**src/rtl/cache_mem_arbiter.sv**
```systemverilog
// -----------------------------------------------------------------------------
// cache_mem_arbiter
//
// Shares the single pmem cacheline port between the I-cache and the D-cache.
// A three-state FSM (IDLE, I_BUSY, D_BUSY) grants one requester at a time.
// On a grant it latches the line-aligned address, the writeback line and the
// access kind. It then presents them to pmem until pmem_resp, which passes
// straight through as the requester's resp in the same cycle.
//
// Optional build macro: ARB_ROUND_ROBIN_EN
//   defined   : a simultaneous I+D request in IDLE grants the side not
//               granted last. Last-grant resets to I, so the first tie goes
//               to D.
//   undefined : fixed priority. D always wins a tie, because its instruction
//               is older in the pipeline.
//
// Ports
//   clk, rst                  clock, asynchronous active-high reset
//   i_read/i_addr             I-cache line-fill request
//   i_rdata/i_resp            fill data / completion to I-cache
//   d_read/d_write/d_addr     D-cache request (read+write together = write)
//   d_wdata                   D-cache writeback line
//   d_rdata/d_resp            fill data / completion to D-cache
//   pmem_read/pmem_write      memory strobes (decoded from state)
//   pmem_addr/pmem_wdata      registered line address / write line
//   pmem_rdata/pmem_resp      memory read line / completion
//   arb_busy                  high whenever the FSM is not IDLE
// -----------------------------------------------------------------------------
module cache_mem_arbiter #(
    parameter int ADDR_W = 32,
    parameter int LINE_W = 256
) (
    input  logic              clk,
    input  logic              rst,
    input  logic              i_read,
    input  logic [ADDR_W-1:0] i_addr,
    output logic [LINE_W-1:0] i_rdata,
    output logic              i_resp,
    input  logic              d_read,
    input  logic              d_write,
    input  logic [ADDR_W-1:0] d_addr,
    input  logic [LINE_W-1:0] d_wdata,
    output logic [LINE_W-1:0] d_rdata,
    output logic              d_resp,
    output logic              pmem_read,
    output logic              pmem_write,
    output logic [ADDR_W-1:0] pmem_addr,
    output logic [LINE_W-1:0] pmem_wdata,
    input  logic [LINE_W-1:0] pmem_rdata,
    input  logic              pmem_resp,
    output logic              arb_busy
);

    localparam int OFF_W = $clog2(LINE_W / 8);
    // Clears the byte-offset bits so that pmem always sees a line-aligned address.
    localparam logic [ADDR_W-1:0] LINE_MASK = ~((ADDR_W'(1) << OFF_W) - ADDR_W'(1));

    typedef enum logic [1:0] {
        IDLE   = 2'd0,
        I_BUSY = 2'd1,
        D_BUSY = 2'd2
    } state_t;

    state_t            state_reg;
    logic [ADDR_W-1:0] addr_reg;
    logic [LINE_W-1:0] wdata_reg;
    logic              write_reg;

    logic i_req;
    logic d_req;
    logic grant_d;

    assign i_req = i_read;
    assign d_req = d_read | d_write;

`ifdef ARB_ROUND_ROBIN_EN
    // 1 = D was granted last, 0 = I was granted last.
    logic last_d_reg;
    // On a tie, D wins only if I was granted last.
    assign grant_d = d_req & (~i_req | ~last_d_reg);
`else
    assign grant_d = d_req;
`endif

    always_ff @(posedge clk or posedge rst) begin
        if (rst) begin
            state_reg  <= IDLE;
            addr_reg   <= '0;
            wdata_reg  <= '0;
            write_reg  <= 1'b0;
`ifdef ARB_ROUND_ROBIN_EN
            last_d_reg <= 1'b0;
`endif
        end else begin
            case (state_reg)
                IDLE: begin
                    if (grant_d) begin
                        addr_reg   <= d_addr & LINE_MASK;
                        wdata_reg  <= d_wdata;
                        write_reg  <= d_write;  // read+write together is a write
                        state_reg  <= D_BUSY;
`ifdef ARB_ROUND_ROBIN_EN
                        last_d_reg <= 1'b1;
`endif
                    end else if (i_req) begin
                        addr_reg   <= i_addr & LINE_MASK;
                        write_reg  <= 1'b0;
                        state_reg  <= I_BUSY;
`ifdef ARB_ROUND_ROBIN_EN
                        last_d_reg <= 1'b0;
`endif
                    end
                end
                // A granted transaction always runs to pmem_resp, even if the
                // requester has dropped its request.
                I_BUSY, D_BUSY: begin
                    if (pmem_resp) begin
                        state_reg <= IDLE;
                    end
                end
                default: state_reg <= IDLE;
            endcase
        end
    end

    // The strobes are decoded from the state alone, so an asynchronous reset
    // drops them at once and they stay stable for the whole transaction.
    assign pmem_read  = (state_reg == I_BUSY) | ((state_reg == D_BUSY) & ~write_reg);
    assign pmem_write = (state_reg == D_BUSY) & write_reg;
    assign pmem_addr  = addr_reg;
    assign pmem_wdata = wdata_reg;
    assign arb_busy   = (state_reg != IDLE);

    // pmem_resp passes through with no delay. It is ignored in IDLE.
    assign i_resp  = (state_reg == I_BUSY) & pmem_resp;
    assign d_resp  = (state_reg == D_BUSY) & pmem_resp;
    assign i_rdata = pmem_rdata;
    assign d_rdata = pmem_rdata;

endmodule

```
**config.mk**
```make
export PLATFORM = sky130hd
export DESIGN_NAME = cache_mem_arbiter
export DESIGN_NICKNAME = d
export VERILOG_FILES = /design/src/rtl/cache_mem_arbiter.sv
export SDC_FILE = /design/constraint.sdc
export NUM_CORES = 1
export LEC_CHECK = 0
export BUFFER_PORTS_ARGS = -buffer_cell sky130_fd_sc_hd__buf_2
export CAP_MARGIN = 5
export CORE_AREA = 8 8 529 531
export CTS_CLUSTER_DIAMETER = 150
export DETAILED_ROUTE_END_ITERATION = 7
export DIE_AREA = 0 0 537 539
export GPL_TIMING_DRIVEN = 0
export HOLD_SLACK_MARGIN = 0.02
export PLACE_DENSITY = 0.3
export SKIP_CTS_REPAIR_TIMING = 1
export SYNTH_ARGS = -nofsm -noshare
export SYNTH_HDL_FRONTEND = slang
export SYNTH_SLANG_ARGS = --single-unit
```
**constraint.sdc**
```tcl
create_clock -name clk -period 18.6 [get_ports clk]
set_input_delay 2.79 -clock clk [delete_from_list [all_inputs] [get_ports clk]]
set_output_delay 2.79 -clock clk [all_outputs]
set_load 0.01 [all_outputs]
```
==> results by group, run 1 <==
Setup path
  – R2r startpoint: state_reg[0]$_DFFE_PP0P_
  – CP startpoint kind: primary input
  – Worst Setup End Kind: primary output
  – Crit path arrival time: 3.20 ns
  – WS Path Type: primary input to primary output
  – RR Endpoint: pmem_addr[10]$_DFFE_PP0P_
  – Max Fanout on Critical Path: 3
  – CP required: 15.81 ns
  – Flop-to-flop setup slack: 16.41 ns
  – Cells on worst reg2reg path: 6

Pwr
  – Combinational share of power: 51.8%
  – Clk pwr share: 21.2%
  – Share of power burned in registers: 27.0%
  – Leakage: 13.7 nW
  – Internal: 2.46 mW
  – Power per cell area: 152 nW/um^2
  – Sw Ratio: 41.6%
  – Pwr Total: 4.21 mW
  – Sw power: 1.75 mW
  – Maximum vdd ir drop: 0.0837 mV

Clock tree
  – Worst-skew pair later-pin latency: 0.68 ns
  – CTS tree: done
  – H-tree depth: 2
  – Clock sinks: 286
  – Root buf cell: clkbuf_16
  – Clk slew on worst S/H paths: 0.06 ns
  – TritonCTS Buffers: 45
  – Longest Clk Path Bufs: 3

Global routing
  – Gr ovfl total: 0
  – Met1 Use GR: 8.50%
  – Initial antenna violation count: 81
  – GRT Util Overall: 8.47%
  – M2 GR Usage: 14.1%
  – First-pass GRT wire length: 160000 um
  – Largest net degree at the start of global routing: 97
  – Vias in the first global route: 14300
  – Top Usage Layer GRT: met2
  – Met3 Use GR: 5.99%

Layout
  – Area occupied by multi-input gates: 4420 um^2
  – Flip-flop and latch area: 7160 um^2
  – Area Growth Syn to Fin: 73.3%
  – Commonest non-fill, non-tap cell in the layout: buf_2
  – Most frequent cells in the layout: 1116 x buf_2, 519 x buf_4, 286 x dfrtp_1
  – Final core occ: 10.2%
  – Share of cells above drive strength 1: 83.3%
  – Fillers: 31400
  – Max FFs per register: 256
  – Nets: 2954

Synthesis
  – Post-synthesis sequential area ratio: 44.6%
  – Post-synth EDFFs: 0
  – Synth Instances: 1201
  – Most used DFF post-synth: dfrtp_1
  – Syn_area_per_cell: 13.4 um^2
  – Area share of the largest cell type after synthesis: 44.6%
  – Library cells used by synthesis: 26
  – Async set-reset flop share out of synthesis: 100%
  – Top cell type by total area after synthesis: dfrtp_1
  – Synth Register Bits: 286
  – Top cells by area, synth: dfrtp_1 45%, buf_4 24%, mux2_4 21%, buf_12 2.7%, mux2_2 1.9%
  – Synth Warn #: 0
  – Mapped Area: 16000 um^2

Run
  – Max_cap viols: 0

Drt
  – # DRC: 0
  – Final ANT Viol Nets: 0
  – Post-DR wirelength/cell: 21.7 um
  – Vias per cell: 2.19
  – Final WL: 130000 um
  – Via count: 13200
  – Initial DRC count: 490
  – Drt first pass iters: 4

Timing
  – Layout Skew: 0.0512 ns
  – Worst relative slew slack: 25.3%
  – Fin. max-slew vios: 0
  – Period utilisation layout: 32.2%
  – RSZ-0062 raised after global routing: no
  – Worst-margin pin slew: 1.12 ns
  – Setup TNS: 0 ns
  – Final Hold Fails: 0
  – Min Tclk post-route: 5.99 ns
  – Fmax achieved: 0.167 GHz
  – Setup violations, final: 0

Die
  – Initial Util: 5.90%
  – Num ports: 1387
  – Die width: 537 um
  – Core area: 272000 um^2
  – Die Footprint: 289000 um^2
  – Row Count: 192
  – Chip height: 539 um

Placement
  – Hpwl dp: 117000 um
  – RePlAce Congestion: 0.865
  – IO Port Bufs: 1114

Worst hold path
  – HP Class: flop to flop
  – Worst hold path endpoint: pmem_addr[5]$_DFFE_PP0P_
  – Hold_sp: pmem_addr[5]$_DFFE_PP0P_
  – Hold path depth: 2

Run status
  – Status: complete, no violations
==> worst max path at each step <==
stage | cells after the start | slack (ns) | endpoint | start
4_1_cts | 3 | 12.62 | d_resp | pmem_resp
5_1_grt | 3 | 12.60 | d_resp | pmem_resp
3_5_place_dp | 3 | 12.62 | d_resp | pmem_resp
2_1_floorplan | 1 | 7.92 | pmem_addr[10]$_DFFE_PP0P_ | rst
6_report | 3 | 12.61 | d_resp | pmem_resp
3_3_place_gp | 2 | 1.93 | pmem_wdata[212]$_DFFE_PP0P_ | rst
==> metal layers <==
layer | vias to the layer above | wire (um) | part of all wire (%)
li1 | 5831 | - | -
met1 | 6128 | 44800 | 34
met2 | 988 | 60500 | 46
met3 | 206 | 21500 | 16
met4 | 14 | 3360 | 2.6
met5 | - | 115 | 0.088
==> cell families (layout without fill, tap and decap cells) <==
kind of cell | Yosys count | count (layout) | share of synthesized area (%)
buffers and inverters | 560 | 1759 | 27.9
flip-flops | 286 | 286 | 44.6
multiplexers | 283 | 283 | 25.0
AO/OA/AOI/OAI | 35 | 35 | 1.31
AND/OR/NAND/NOR | 33 | 33 | 0.897
adder cells (fa/ha/maj) | 3 | 3 | 0.234
other | 1 | 26 | 0.0234
==> cells in the mapped netlist (2+ instances only) <==
cell type and count:
buf_12 22, clkbuf_1 3, buf_2 2, mux2i_1 27, ha_1 3, buf_4 519, mux2_2 27, mux2_4 229
buf_6 4, dfrtp_1 286, inv_1 6, and2_1 3, nand2_1 27, o21ai_0 27, buf_8 3, a21oi_1 3
==> per-stage QoR <==
stage          std cells  setup WS [ns]  hold WS [ns]  instance area, um^2
5_1_grt             6003          12.60         0.503                27800
6_report            6014          12.61         0.474                27800
3_3_place_gp        5908           1.93         0.458                26100
4_1_cts             5993          12.62         0.482                27700
3_5_place_dp        5911          12.62         0.469                26200
2_1_floorplan       1205           7.92         0.480                16100
==> power groups by stage <==
| stage | registers (mW) | clock network [mW] | logic [mW] |
|---|---|---|---|
| floorplan | 1.27 | 0 | 1.00 |
| global placement | 1.14 | 0 | 2.30 |
| detailed placement | 1.15 | 0 | 2.29 |
| CTS | 1.14 | 0.951 | 2.29 |
| global route | 1.18 | 0.969 | 2.38 |
| finish | 1.14 | 0.893 | 2.18 |
==> critical path: stages <==
cell,delay [ns]
buf_2,0.12
and2_1,0.15
buf_2,0.14
==> cell type report <==
| class | count | area share, % |
|---|---|---|
| Antenna cell | 21 | 0.189 |
| Clock inverter | 20 | 0.878 |
| Multi-Input combinational cell | 359 | 15.9 |
| Tap cell | 3589 | 16.2 |
| Inverter | 6 | 0.108 |
| Clock buffer | 62 | 4.64 |
| Buffer | 554 | 16.0 |
| Sequential cell | 286 | 25.7 |
| Timing Repair Buffer | 1117 | 20.4 |
Power figures use the tool's default switching activity.
==> run 2, diff against run 1 <==
--- a/config.mk
+++ b/config.mk
@@ -5,12 +5,13 @@
 export SDC_FILE = /design/constraint.sdc
 export NUM_CORES = 1
 export LEC_CHECK = 0
+export ABC_AREA = 1
 export BUFFER_PORTS_ARGS = -buffer_cell sky130_fd_sc_hd__buf_2
 export CAP_MARGIN = 5
-export CORE_AREA = 8 8 529 531
+export CORE_AREA = 8 8 537 539
 export CTS_CLUSTER_DIAMETER = 150
 export DETAILED_ROUTE_END_ITERATION = 7
-export DIE_AREA = 0 0 537 539
+export DIE_AREA = 0 0 545 547
 export GPL_TIMING_DRIVEN = 0
 export HOLD_SLACK_MARGIN = 0.02
 export PLACE_DENSITY = 0.3
==> constraint.sdc (replaced) <==
create_clock -name clk -period 5 [get_ports clk]
set_input_delay 0.75 -clock clk [delete_from_list [all_inputs] [get_ports clk]]
set_output_delay 0.75 -clock clk [all_outputs]
set_load 0.01 [all_outputs]
==> run 2 against run 1 <==
Total power increased to 3.4 times the previous value. Sequential power grew to 3.6 times the previous value. Worst setup slack worse by 10 ns. Routed wire length is 19% higher. Cell count grew 13%. Via count grew 23%. Hold slack got worse by 0.31 ns. Final area decreased by 2.0%. Clock skew is 0.025 ns lower.
==> results by group, run 2 <==
Run status
  – Status: complete, no violations

Clock tree
  – CTS tree: done
  – TritonCTS Buffers: 46
  – Clk slew on worst S/H paths: 0.05 ns
  – Root buf cell: clkbuf_16
  – Clock sinks: 286
  – H-tree depth: 2
  – Longest Clk Path Bufs: 3
  – Worst-skew pair later-pin latency: 0.69 ns

Layout
  – Nets: 3598
  – Area occupied by multi-input gates: 3650 um^2
  – Most frequent cells in the layout: 1143 x buf_2, 944 x nand2_1, 549 x buf_4
  – Fillers: 32900
  – Flip-flop and latch area: 7160 um^2
  – Area Growth Syn to Fin: 79.7%
  – Max FFs per register: 256
  – Commonest non-fill, non-tap cell in the layout: buf_2
  – Share of cells above drive strength 1: 58.8%

Timing
  – Hold WS: 0.169 ns
  – Fmax achieved: 0.385 GHz
  – Final Hold Fails: 0
  – Period utilisation layout: 51.9%
  – Worst-margin pin slew: 0.880 ns
  – Min Tclk post-route: 2.59 ns
  – Setup violations, final: 0
  – Fin. max-slew vios: 0
  – Worst relative slew slack: 41.3%
  – RSZ-0062 raised after global routing: no
  – PnR worst setup slack: 2.41 ns
  – Layout Skew: 0.0264 ns

Placement
  – Hpwl dp: 139000 um
  – IO Port Bufs: 1115
  – Pre-CTS setup slack: 2.28 ns
  – RePlAce Congestion: 0.848

Setup path
  – Cell repeated most along the worst path: inv_1
  – Slowest-stage cell, CP: dfrtp_1
  – Crit path buffers/inverters: 3
  – WS Path Type: flop to primary output
  – CP startpoint kind: flop
  – Crit path arrival time: 1.84 ns
  – Crit-path cells: inv_1 > ha_1 > nand2_1 > inv_1 > buf_2
  – CP required: 4.25 ns
  – Max stage delay on crit path: 0.38 ns
  – Critical path's top delay family: flip-flops
  – Worst Setup End Kind: primary output
  – Cells on worst reg2reg path: 8
  – Max Fanout on Critical Path: 3
  – Stages on worst setup path: 5

Synthesis
  – Synth Warn #: 0
  – Library cells used by synthesis: 16
  – Synth Instances: 1837
  – Count leader, synth: nand2_1
  – Top cell type by total area after synthesis: dfrtp_1
  – Mapped Area: 15200 um^2
  – Syn_area_per_cell: 8.25 um^2
  – Synth Register Bits: 286
  – Most used DFF post-synth: dfrtp_1
  – Most frequent cells after synthesis: 944 x nand2_1, 549 x buf_4, 286 x dfrtp_1
  – Area share of the largest cell type after synthesis: 47.2%
  – Top cells by area, synth: dfrtp_1 47%, buf_4 27%, nand2_1 23%, buf_2 0.92%, buf_6 0.30%
  – Async set-reset flop share out of synthesis: 100%
  – Post-synth EDFFs: 0
  – Post-synthesis sequential area ratio: 47.2%

Pwr
  – Power per cell area: 532 nW/um^2
  – Leakage: 14.5 nW
  – Maximum vdd ir drop: 0.264 mV

Die
  – Chip height: 547 um
  – Die width: 545 um
  – Num ports: 1387
  – Row Count: 195
  – Initial Util: 5.41%
  – Core area: 280000 um^2
  – Die Footprint: 298000 um^2

Global routing
  – First-pass GRT wire length: 189000 um
  – GRT Util Overall: 9.81%
  – Initial antenna violation count: 92
  – Largest net degree at the start of global routing: 38
  – Gr ovfl total: 0
  – Vias in the first global route: 17100

Drt
  – Post-DR wirelength/cell: 22.7 um
  – Initial DRC count: 770
  – Via count: 16200
  – Vias per cell: 2.38
  – Final ANT Viol Nets: 0
  – Final WL: 155000 um
  – Drt first pass iters: 4
  – # DRC: 0

Worst hold path
  – HP Class: primary input to async pin

Run
  – Max_cap viols: 0
## run 2: through the flow
stage,utilization [%],cell area (um^2),instances,setup TNS (ns),total power [mW]
after floorplan,-,15200,1841,0,6.80
after global placement,9.07,25400,6699,-792.39,11.5
after detailed placement,9.14,25600,6708,0,11.5
after CTS,9.70,27200,6794,0,15.2
after global routing,9.71,27200,6798,0,15.8
final,9.71,27200,6803,0,14.5
## run 2: where the power goes
part / switching [mW] / internal [mW] / total [mW]
Combinational: 4.84 / 2.04 / 6.88
Clock: 1.47 / 2.05 / 3.53
Sequential: 0.634 / 3.45 / 4.09
## run 2: path summary, 6_finish.rpt
kind / slack (ns) / startpoint / end
max reg2reg: 2.72 / state_reg[0]$_DFFE_PP0P_ / pmem_wdata[48]$_DFFE_PP0P_
max in group asynchronous: 3.43 / rst / pmem_wdata[215]$_DFFE_PP0P_
min in group clk: 0.26 / d_wdata[234] / pmem_wdata[234]$_DFFE_PP0P_
min: 0.17 / rst / write_reg$_DFFE_PP0P_
max: 2.41 / state_reg[0]$_DFFE_PP0P_ / d_resp
min reg2reg: 0.46 / pmem_wdata[144]$_DFFE_PP0P_ / pmem_wdata[144]$_DFFE_PP0P_
## run 2: worst register-to-register path, cell delays in order, from the launching register on
cell and delay [ns]:
dfrtp_1 0.40, inv_1 0.09, ha_1 0.24, inv_2 0.13, nor2_4 0.29, buf_4 0.43
buf_4 0.35, nand2_1 0.17, nand2_1 0.12
## run 2: kinds of logic after synthesis
family | Yosys count | share of synthesized area, %
simple gates | 948 | 23.6
flops | 286 | 47.2
buf+inv | 597 | 28.8
compound gates | 2 | 0.0825
other cells | 1 | 0.0247
fa+ha+maj | 3 | 0.248
## run 2: layout make-up
class                   instances  area share (%)
clock inverters                30            1.25
diodes                          9          0.0827
flip-flops and latches        286            26.3
plain buffers                 583            15.8
clock buffers                  56            4.59
repair buffers               1124            21.2
well taps                    3743            17.2
multi-input cells             958            13.4
inverters                      14           0.207
## run 2: per-layer routing
layer | vias to the layer above | track usage, % | part of all wire (%)
met5 | - | 0 | 0.37
met4 | 82 | 1.98 | 2.2
met3 | 240 | 7.40 | 18
met2 | 1097 | 15.8 | 44
met1 | 7421 | 10.2 | 36
li1 | 7367 | - | -
==> run 3, diff against run 2 <==
--- a/config.mk
+++ b/config.mk
@@ -5,13 +5,13 @@
 export SDC_FILE = /design/constraint.sdc
 export NUM_CORES = 1
 export LEC_CHECK = 0
-export ABC_AREA = 1
+export ABC_AREA = 0
 export BUFFER_PORTS_ARGS = -buffer_cell sky130_fd_sc_hd__buf_2
 export CAP_MARGIN = 5
-export CORE_AREA = 8 8 537 539
+export CORE_AREA = 8 8 529 531
 export CTS_CLUSTER_DIAMETER = 150
 export DETAILED_ROUTE_END_ITERATION = 7
-export DIE_AREA = 0 0 545 547
+export DIE_AREA = 0 0 537 539
 export GPL_TIMING_DRIVEN = 0
 export HOLD_SLACK_MARGIN = 0.02
 export PLACE_DENSITY = 0.3
==> constraint.sdc (replaced) <==
create_clock -name clk -period 2.53 [get_ports clk]
set_input_delay 0.3795 -clock clk [delete_from_list [all_inputs] [get_ports clk]]
set_output_delay 0.3795 -clock clk [all_outputs]
set_load 0.01 [all_outputs]
==> run 3 against run 2 <==
Critical path depth decreased by 3. Routed wire length is 12% lower. Sequential share of layout area down 2.5 points. Largest power group unchanged. Non-clock buffer count increased by 213. Highest routed layer unchanged. Clock power is 67% higher. Combinational power increased by 140%. Flip-flop and latch count unchanged.
==> results by group, run 3 (synthesis results as in run 1) <==
Die
  – Row Count: 192
  – Chip height: 539 um
  – Die Footprint: 289000 um^2
  – Die width: 537 um
  – Initial Util: 5.90%
  – Num ports: 1387
  – Core area: 272000 um^2

Clock tree
  – Longest Clk Path Bufs: 3
  – TritonCTS Buffers: 41
  – Clock sinks: 286
  – CTS tree: done
  – Worst-skew pair later-pin latency: 0.62 ns
  – H-tree depth: 2
  – Clk slew on worst S/H paths: 0.06 ns
  – Root buf cell: clkbuf_16

Global routing
  – Largest net degree at the start of global routing: 38
  – Initial antenna violation count: 80
  – Gr ovfl total: 0
  – First-pass GRT wire length: 166000 um
  – GRT Util Overall: 8.82%
  – Vias in the first global route: 14400

Pwr
  – Combinational share of power: 53.6%
  – Sw Ratio: 41.7%
  – Maximum vdd ir drop: 0.419 mV
  – Pwr Total: 30.8 mW
  – Share of power burned in registers: 27.2%
  – Power per cell area: 1020 nW/um^2
  – Clk pwr share: 19.1%
  – Sw power: 12.8 mW
  – Leakage: 14.7 nW
  – Internal: 18.0 mW

Timing
  – Min Tclk post-route: 2.32 ns
  – Fmax achieved: 0.430 GHz
  – Setup violations, final: 0
  – Layout Skew: 0.0367 ns
  – Final Hold Fails: 0
  – Fin. max-slew vios: 0
  – Worst-margin pin slew: 0.602 ns
  – Hold WS: 0.0691 ns
  – Worst relative slew slack: 58.7%
  – RSZ-0062 raised after global routing: no
  – Period utilisation layout: 91.9%

Drt
  – Final ANT Viol Nets: 0
  – Drt first pass iters: 4
  – Vias per cell: 2.24
  – Post-DR wirelength/cell: 21.8 um
  – Final WL: 136000 um
  – # DRC: 0
  – Via count: 14000
  – Initial DRC count: 522

Setup path
  – Worst Setup End Kind: primary output
  – Crit path arrival time: 1.94 ns
  – CP required: 2.15 ns
  – CP startpoint kind: flop
  – WS Path Type: flop to primary output
  – Max Fanout on Critical Path: 3

Placement
  – Hpwl dp: 125000 um
  – RePlAce Congestion: 0.915
  – IO Port Bufs: 1114

Layout
  – Share of cells above drive strength 1: 75.6%
  – Nets: 3199
  – Max FFs per register: 256
  – Most frequent cells in the layout: 1116 x buf_2, 519 x buf_4, 286 x dfrtp_1
  – Commonest non-fill, non-tap cell in the layout: buf_2
  – Fillers: 31200
  – Area Growth Syn to Fin: 87.8%

Worst hold path
  – HP Class: primary input to flop

Run
  – Max_cap viols: 0

Run status
  – Status: complete, no violations
[run 3: cell count changes in the layout (fill, tap and decap cells not counted), moves of 5 or more]
cell	delta
buf_12	+22
buf_2	-27
buf_4	-30
clkbuf_1	+6
clkbuf_16	-5
clkinv_2	-10
diode_2	+10
dlygate4sd3_1	+243
inv_1	-5
mux2_2	+27
mux2_4	+229
mux2i_1	+27
nand2_1	-917
o21ai_0	+26
[run 3: path summary, 6_finish.rpt]
path	from	to	slack (ns)	depth (start not counted)
max	write_reg$_DFFE_PP0P_	pmem_write	0.21	2
min	d_wdata[27]	pmem_wdata[27]$_DFFE_PP0P_	0.07	2
max reg2reg	state_reg[0]$_DFFE_PP0P_	pmem_wdata[20]$_DFFE_PP0P_	0.39	7
min reg2reg	pmem_addr[6]$_DFFE_PP0P_	pmem_addr[6]$_DFFE_PP0P_	0.47	2
max in group asynchronous	rst	pmem_wdata[32]$_DFFE_PP0P_	0.32	9
min in group asynchronous	rst	pmem_wdata[116]$_DFFE_PP0P_	0.34	3
[run 3: power groups by stage]
| stage | registers, mW | logic (mW) | clock network [mW] |
|---|---|---|---|
| finish | 8.38 | 16.5 | 5.90 |
| floorplan | 9.31 | 7.37 | 0 |
| global route | 8.70 | 18.0 | 6.40 |
| detailed placement | 8.49 | 16.9 | 0 |
| global placement | 8.41 | 17.0 | 0 |
| CTS | 8.42 | 17.0 | 6.24 |
[run 3: final cells by class]
| cell class | instances | area, um^2 | area share (%) |
|---|---|---|---|
| Multi-Input combinational cell | 359 | 4420 | 14.7 |
| Sequential cell | 286 | 7160 | 23.8 |
| Clock buffer | 57 | 1170 | 3.87 |
| Tap cell | 3589 | 4490 | 14.9 |
| Timing Repair Buffer | 1366 | 8190 | 27.2 |
| Buffer | 554 | 4450 | 14.8 |
| Clock inverter | 16 | 173 | 0.573 |
| Antenna cell | 19 | 47.5 | 0.158 |
| Inverter | 6 | 26.3 | 0.0872 |
[run 3: routing by layer]
metal	GRT usage [%]	vias to the layer above	share of wire, %
li1	-	6320	-
met1	9.38	6493	37
met2	15.1	976	47
met3	5.26	207	14
met4	1.75	26	2.4
met5	0	-	0.14
[run 3: stage by stage]
step                      instance area [um^2]  setup slack [ns]  setup TNS [ns]  util, %  cells
after global placement                   26100             -4.78        -1325.05     9.61   5908
after CTS                                27600           -0.0239         -0.0239     10.2   5990
after detailed placement                 26300            0.0669               0     9.67   5917
final                                    30100             0.206               0     11.1   6252
after floorplan                          16100             -1.64         -469.25        -   1205
after global routing                     30100            0.0682               0     11.1   6241
[run 3: worst max-delay path: stages, from the launching register on]
cell     delay [ns]
dfrtp_1        0.62
and2_1         0.38
buf_2          0.31
